[src/rtl/layer_pkg.sv]
// Shared types and helpers for the layer output collector and its argmax reducer.
package layer_pkg;

  typedef enum logic {
    COLLECT = 1'b0,
    DRAIN   = 1'b1
  } coll_state_t;

  // Index width for n entries; never narrower than one bit.
  function automatic int idx_width(input int n);
    return (n > 1) ? $clog2(n) : 1;
  endfunction

endpackage

[src/rtl/argmax_reduce.sv]
// Combinational signed max/argmax over N entries; ties go to the lowest index.
// Only built when LAYER_OUT_COLLECTOR_ARGMAX_EN is defined.
`ifdef LAYER_OUT_COLLECTOR_ARGMAX_EN
module argmax_reduce
  import layer_pkg::*;
#(
  parameter int N     = 4,
  parameter int WIDTH = 8,
  localparam int IDX_W = idx_width(N)
) (
  input  logic signed [WIDTH-1:0] vals [N],
  output logic        [IDX_W-1:0] max_idx,
  output logic signed [WIDTH-1:0] max_val
);

  always_comb begin
    max_idx = '0;
    max_val = vals[0];
    // Strict compare keeps the earliest index on a tie.
    for (int i = 1; i < N; i++) begin
      if (vals[i] > max_val) begin
        max_val = vals[i];
        max_idx = IDX_W'(i);
      end
    end
  end

endmodule
`endif

[src/rtl/layer_out_collector.sv]
// Gathers per-neuron results, then drains them in index order as a valid/ready stream.
// Optional argmax outputs are enabled by LAYER_OUT_COLLECTOR_ARGMAX_EN.
module layer_out_collector
  import layer_pkg::*;
#(
  parameter int NUM_OUTPUTS = 4,
  parameter int WIDTH       = 8,
  parameter int FRAC_BITS   = 3,
  localparam int IDX_W      = idx_width(NUM_OUTPUTS)
) (
  input  logic                    CLK,
  input  logic                    RST,
  input  logic signed [WIDTH-1:0] VALUES_IN [NUM_OUTPUTS],
  input  logic [0:0]              VALIDS_IN [NUM_OUTPUTS],
  output logic signed [WIDTH-1:0] DATA_OUT,
  output logic [IDX_W-1:0]        INDEX_OUT,
  output logic                    VALID_OUT,
  input  logic                    READY_IN,
  output logic                    LAST_OUT,
`ifdef LAYER_OUT_COLLECTOR_ARGMAX_EN
  output logic [IDX_W-1:0]        ARGMAX_OUT,
  output logic signed [WIDTH-1:0] ARGMAX_VALUE_OUT,
`endif
  output logic                    OVERRUN_OUT
);

  localparam logic [IDX_W-1:0] LAST_IDX = IDX_W'(NUM_OUTPUTS - 1);

  // Fixed-point position is carried for interface consistency only.
  logic [31:0] unused_frac_bits;
  assign unused_frac_bits = FRAC_BITS;

  coll_state_t             state_q;
  logic [NUM_OUTPUTS-1:0]  captured_q;
  logic [NUM_OUTPUTS-1:0]  valid_vec;
  logic [NUM_OUTPUTS-1:0]  fresh;
  logic [NUM_OUTPUTS-1:0]  cap_next;
  logic [IDX_W-1:0]        idx_q;
  logic                    overrun_q;
  logic signed [WIDTH-1:0] entry_q    [NUM_OUTPUTS];
  logic signed [WIDTH-1:0] entry_next [NUM_OUTPUTS];

  always_comb begin
    for (int i = 0; i < NUM_OUTPUTS; i++) begin
      valid_vec[i] = VALIDS_IN[i][0];
    end
    fresh    = valid_vec & ~captured_q;
    cap_next = captured_q | valid_vec;
    // Buffer view including this cycle's first captures, so argmax sees the complete frame.
    for (int i = 0; i < NUM_OUTPUTS; i++) begin
      entry_next[i] = fresh[i] ? VALUES_IN[i] : entry_q[i];
    end
  end

`ifdef LAYER_OUT_COLLECTOR_ARGMAX_EN
  logic [IDX_W-1:0]        am_idx;
  logic signed [WIDTH-1:0] am_val;
  logic [IDX_W-1:0]        argmax_q;
  logic signed [WIDTH-1:0] argmax_val_q;

  argmax_reduce #(
    .N     (NUM_OUTPUTS),
    .WIDTH (WIDTH)
  ) u_argmax (
    .vals    (entry_next),
    .max_idx (am_idx),
    .max_val (am_val)
  );

  assign ARGMAX_OUT       = argmax_q;
  assign ARGMAX_VALUE_OUT = argmax_val_q;
`endif

  // Buffer needs no reset; contents are only observed in DRAIN after a full capture.
  always_ff @(posedge CLK) begin
    if (state_q == COLLECT) begin
      for (int i = 0; i < NUM_OUTPUTS; i++) begin
        entry_q[i] <= entry_next[i];
      end
    end
  end

  always_ff @(posedge CLK) begin
    if (RST) begin
      state_q    <= COLLECT;
      captured_q <= '0;
      idx_q      <= '0;
      overrun_q  <= 1'b0;
`ifdef LAYER_OUT_COLLECTOR_ARGMAX_EN
      argmax_q     <= '0;
      argmax_val_q <= '0;
`endif
    end else begin
      case (state_q)
        COLLECT: begin
          if (|(valid_vec & captured_q)) begin
            overrun_q <= 1'b1;
          end
          captured_q <= cap_next;
          if (&cap_next) begin
            state_q <= DRAIN;
            idx_q   <= '0;
`ifdef LAYER_OUT_COLLECTOR_ARGMAX_EN
            argmax_q     <= am_idx;
            argmax_val_q <= am_val;
`endif
          end
        end
        DRAIN: begin
          // Pulses while draining have nowhere to go.
          if (|valid_vec) begin
            overrun_q <= 1'b1;
          end
          if (READY_IN) begin
            if (idx_q == LAST_IDX) begin
              state_q    <= COLLECT;
              captured_q <= '0;
              idx_q      <= '0;
            end else begin
              idx_q <= idx_q + 1'b1;
            end
          end
        end
        default: state_q <= COLLECT;
      endcase
    end
  end

  assign VALID_OUT   = (state_q == DRAIN);
  assign DATA_OUT    = VALID_OUT ? entry_q[idx_q] : '0;
  assign INDEX_OUT   = idx_q;
  assign LAST_OUT    = VALID_OUT && (idx_q == LAST_IDX);
  assign OVERRUN_OUT = overrun_q;

endmodule

[config.mk]
export PLATFORM = sky130hd
export DESIGN_NAME = layer_out_collector
export DESIGN_NICKNAME = d
export VERILOG_FILES = /design/src/rtl/layer_pkg.sv /design/src/rtl/argmax_reduce.sv /design/src/rtl/layer_out_collector.sv
export SDC_FILE = /design/constraint.sdc
export NUM_CORES = 1
export LEC_CHECK = 0
export CAP_MARGIN = 20
export CORE_MARGIN = 2
export CORE_UTILIZATION = 47
export CTS_BUF_LIST = sky130_fd_sc_hd__clkbuf_8
export DETAILED_ROUTE_END_ITERATION = 12
export HOLD_SLACK_MARGIN = 0.03
export PLACE_DENSITY = 0.92
export SYNTH_ARGS = -nofsm -noshare
export SYNTH_HDL_FRONTEND = slang
export SYNTH_HIERARCHICAL = 1
export SYNTH_SLANG_ARGS = --single-unit
[constraint.sdc]
create_clock -name CLK -period 1.8 [get_ports CLK]
set_input_delay 0.36 -clock CLK [delete_from_list [all_inputs] [get_ports CLK]]
set_output_delay 0.36 -clock CLK [all_outputs]
set_load 0.005 [all_outputs]
* Word level (Yosys, flattened, before mapping) *
Memory sizes are Yosys's and may differ from the RTL's. A register that Yosys moved wholly into a read port is not among the register bits.
Cells that the tools add are included.

operators by class
  add/sub/neg operators = 1
  eq/ne operators = 10
  mux-type cells = 22
  bitwise logic cells = 5
  reduce and logical (&&, ||, !) cells = 11

operators by type and width
  kind                                           count
  two-way mux 8 bit                              5
  AND reduction 2 bit                            7
  two-way mux 2 bit                              5
  bitwise AND 4 bit                              2
  two-way mux 4 bit                              2
  != test 2 x 1 -> 1 bit, second input constant  4
  one-hot mux 4 bit (2 select lines)             1
  OR reduction 4 bit                             2
  two-way mux 1 bit                              6
  != test 1 bit, second input constant           4
  inverter 4 bit                                 1
  OR 4 bit                                       1
  one-hot mux 1 bit (2 select lines)             2
  one-hot mux 2 bit (2 select lines)             1
  AND reduction 4 bit                            1
  adder 2 x 1 -> 2 bit, second input constant    1
  == test 2 bit, second input constant           1
  != test 2 bit, second input constant           1
  logical AND 1 bit                              1
  inverter 1 bit                                 1

word-level totals
  register bits after elaboration = 8
  memory bits (writable) = 32
  input port bits = 39
  output and inout bits = 13
  word-level logic and storage cells = 54
  memories = 1

memory list
  name     words  width  read ports  clocked after Yosys merged registers in  write ports  line                       source
  entry_q  4      8      1           1                                        4            layer_out_collector.sv:40  logic signed [WIDTH-1:0] entry_q [NUM_OUTPUTS];

* Longest topological paths before layout *
  depth after elaboration = 6
  depth in mapped cells = 4
  mapped depth without buffers = 4

* Worst setup path before layout *
OpenSTA, ideal clock, no wires.

  kind = register -> register
  start = reg state_q, in the netlist VALID_OUT
  end = mem entry_q[3][0], enable pin
  setup time = 0.385 ns
  arrival time = 1.312 ns
  required time = 1.415 ns
  setup slack = 0.102 ns
  stages on the path, launching flop included = 4
  buffers on the path = 2
  period minus slack after synthesis = 1.698 ns
  path through = dfxtp_1 > buf_2 > clkbuf_1 > nor3b_1

RTL lines
  what                    line                        source
  from (decl)             layer_out_collector.sv:33   coll_state_t state_q;
  from (signal assigned)  layer_out_collector.sv:85   state_q <= COLLECT;
  from (signal assigned)  layer_out_collector.sv:101  state_q <= DRAIN;
  from (signal assigned)  layer_out_collector.sv:116  state_q <= COLLECT;
  to (decl)               layer_out_collector.sv:40

==> metrics.csv <==
stage,metric,value,unit
outcome,outcome,finished with violations,
outcome,violated checks,setup timing,
yosys,synth unique cells,24,
global_routing,total gr overflow,0,
sta,Tmin final,1967,ps
route,total number of vias,1131,
power,Max IR drop VDD,538.1,µV
yosys,Seq cells post-synth,42,
finish,nets,210,
sta,clock skew,5.713,ps
setup_path,critical path cell sequence,buf_6 > buf_6 > mux4_2 > and2_4 > buf_6,
setup_path,Most common cell on crit path,buf_6,
floorplan,Site Rows,21,
sta,Slew headroom,0.6657,
setup_path,CP max-delay cell,mux4_2,
setup_path,Worst path max stage delay,490,ps
setup_path,CP startpoint kind,register,
yosys,Post-Syn Instances,102,
sta,final worst-path setup slack,-166.8,ps
route,drt pass-1 iters,4,
global_routing,number of global-route vias before repair,1294,
setup_path,Top delay family on crit path,multiplexers,
power,total power per unit cell area,895.9,nW/µm²
yosys,"Seq/Total Area, Yosys",0.7052,
setup_path,Worst Path Buf+Inv,3,
yosys,Async SR Flop Fraction,0,
setup_path,CP Class,reg -> out,
global_routing,initial antenna violation count,0,
finish,layout cells sized above 1,0.2865,
yosys,synth top area cells,"edfxtp_1, dfxtp_1, mux4_2",
yosys,Post-Syn Area,1647,µm²
floorplan,full die area,3993,µm²
clock_tree,"Hold-fix buffers, CTS",0,
sta,hold_ws,501.9,ps
route,DR WL/cell,18.05,µm
yosys,most used flip-flop cell after synthesis,edfxtp_1,
sta,RSZ-0062 raised after global routing,true,
yosys,Post-synth EDFFs,32,
clock_tree,CTS clock-pin slew for the worst setup and hold paths,80,ps
yosys,Synth Net Count,142,
clock_tree,clock latency on the worst-skew pair,300,ps
global_routing,first-pass GRT wire length,6223,µm
setup_path,Worst EP required,1440,ps
power,Lkg Pwr,0.8978,nW
clock_tree,Num CTS Buffers,5,
yosys,Ys Warns,6,
clock_tree,CTS tree,yes,
power,Switching Share,0.2140,
placement,Placer Congestion,0.8024,
clock_tree,clk buf depth,2,
sta,Final period util,1.093,
route,Via density,5.212,
placement,dpl hpwl,2852,µm
power,Clock power frac,0.335,
floorplan,die extent in x,63.19,µm
power,total power,0.002181,W
clock_tree,CTS H-Tree Depth,2,
placement,I/O Buffers,51,
power,Logic pwr share,0.134,
route,DRC,0,
floorplan,# IOs,52,
setup_path,Critical Path Sink Type,output port,
floorplan,initial cell density of the core,0.4896,
power,Int Pwr,0.001714,W
route,initial detailed-routing violation count,46,
min_path,Hold Path Class,reg -> reg,
power,Sw Pwr,0.0004669,W
floorplan,die height,63.19,µm
setup_path,CP arrival,1610,ps
sta,"Slew Viols, Final",0,
sta,final setup violating endpoints,8,
sta,f_max,508.4,MHz
yosys,cell taking the most area after synthesis,edfxtp_1,
finish,final instance area,2435,µm²
placement,placed cell areas,2270,µm²
floorplan,Std-Cell Core Area,3363,µm²
route,Final ANT Viol Nets,0,
global_routing,total track usage,0.2138,
clock_tree,root buffer cell,clkbuf_8,
sta,final hold violation count,0,
power,Flop pwr share,0.531,
yosys,Post-Syn Area per Cell,16.14,µm²
global_routing,pin count of the biggest net entering global routing,14,
route,Routed WL,3916,µm
yosys,top-area cell type share of the netlist area,0.5836,
finish,P&R area growth vs syn,47.87,%
finish,Ant. Diodes,0,
sta,Slew @ Worst Pin,495.2,ps
clock_tree,CTS Sinks,42,
run,Max-Cap Viols,0,
setup_path,crit path max fanout,4,
==> metrics by stage <==
step           utilization  setup WS, ps  setup TNS, ps  std cells
3_5_place_dp        0.6749        -158.9          -1050        205
2_1_floorplan            -         102.3              0        102
5_1_grt             0.7240        -220.8          -1341        217
4_1_cts             0.7240        -173.8          -1121        218
6_report            0.7240        -166.8         -883.3        217
3_3_place_gp        0.6749        -120.5         -846.5        205
==> metal layers <==
| metal | vias up | global-route usage | share of wire |
|---|---|---|---|
| met4 | 0 | 0.08424 | 0.024 |
| met2 | 59 | 0.3923 | 0.51 |
| met3 | 11 | 0.06964 | 0.075 |
| li1 | 527 | - | - |
| met5 | - | 0 | 0 |
| met1 | 534 | 0.2255 | 0.39 |
==> synth_stat cells (2+ instances only) <==
cell type  instances
edfxtp_1          32
dfxtp_1           10
a21oi_1            9
and2_1             9
mux4_2             8
nor2b_1            6
nand2_1            4
nor2_1             4
clkbuf_1           3
nand3_1            2
o311ai_0           2
==> cell type report <==
type                       instances  area [µm²]
sequential                        42        1169
fill                             257       928.4
timing repair buffer              66       615.6
multi-input combinational         55       483.0
clock buffer                       5       68.82
tap                               46       57.56
clock inverter                     3       41.29
==> worst paths after layout <==
path                                    start       endpoint  slack [ps]  cells past startpoint
worst min-delay path            captured_q[3]  captured_q[3]         500                      2
worst max register to register      VALID_OUT       register         250                      4
worst max-delay path                 register    DATA_OUT[3]        -170                      5
worst min register to register  captured_q[3]  captured_q[3]         500                      2
==> sequential cells by signal, indices dropped and copies added, names as in the netlist, named ones only <==
| register | count |
|---|---|
| entry_q | 32 |
| captured_q | 4 |
| INDEX_OUT | 2 |
| OVERRUN_OUT | 1 |
| VALID_OUT | 1 |
==> power by group through the flow <==
stage | combinational (W) | sequential (W) | clock (W)
after detailed placement | 0.000281 | 0.00118 | 0
final | 0.000293 | 0.00116 | 0.000730
after CTS | 0.000294 | 0.00116 | 0.000748
after floorplan | 0.000113 | 0.00116 | 0
after global routing | 0.000314 | 0.00117 | 0.000781
after global placement | 0.000268 | 0.00117 | 0
==> logic make-up after synthesis <==
kind of cell | Yosys count | share of synthesized area
buffers and inverters | 5 | 0.01671
AND/OR/NAND/NOR | 28 | 0.09347
AO/OA/AOI/OAI | 18 | 0.06764
flip-flops | 42 | 0.7052
multiplexers | 8 | 0.1094
adder cells (fa/ha/maj) | 1 | 0.007598
==> timing repair <==
item | CTS | global route
gates resized for setup | 48 | 3
setup buffers | 5 | 0
pin swaps | 7 | 0
setup endpoints to repair | 10 | 9
==> layout by cell type (no fill, tap or decap), types with 2 or more instances in the layout <==
cell type	n
mux4_2	8
nand3_1	2
buf_6	6
and2_4	5
nor2_1	4
nor2b_1	6
a21oi_1	9
clkdlybuf4s50_1	42
clkbuf_8	5
buf_2	5
o311ai_0	2
edfxtp_1	32
buf_4	12
dfxtp_2	3
nand2_1	4
dfxtp_1	6
and2_1	4
==> worst min-delay path: cells and delay by family (launching register included) <==
kind            cells  cell delay, ps
flops               1             340
compound gates      1              60
simple gates        1              60
(Power assumes the default switching activity.)
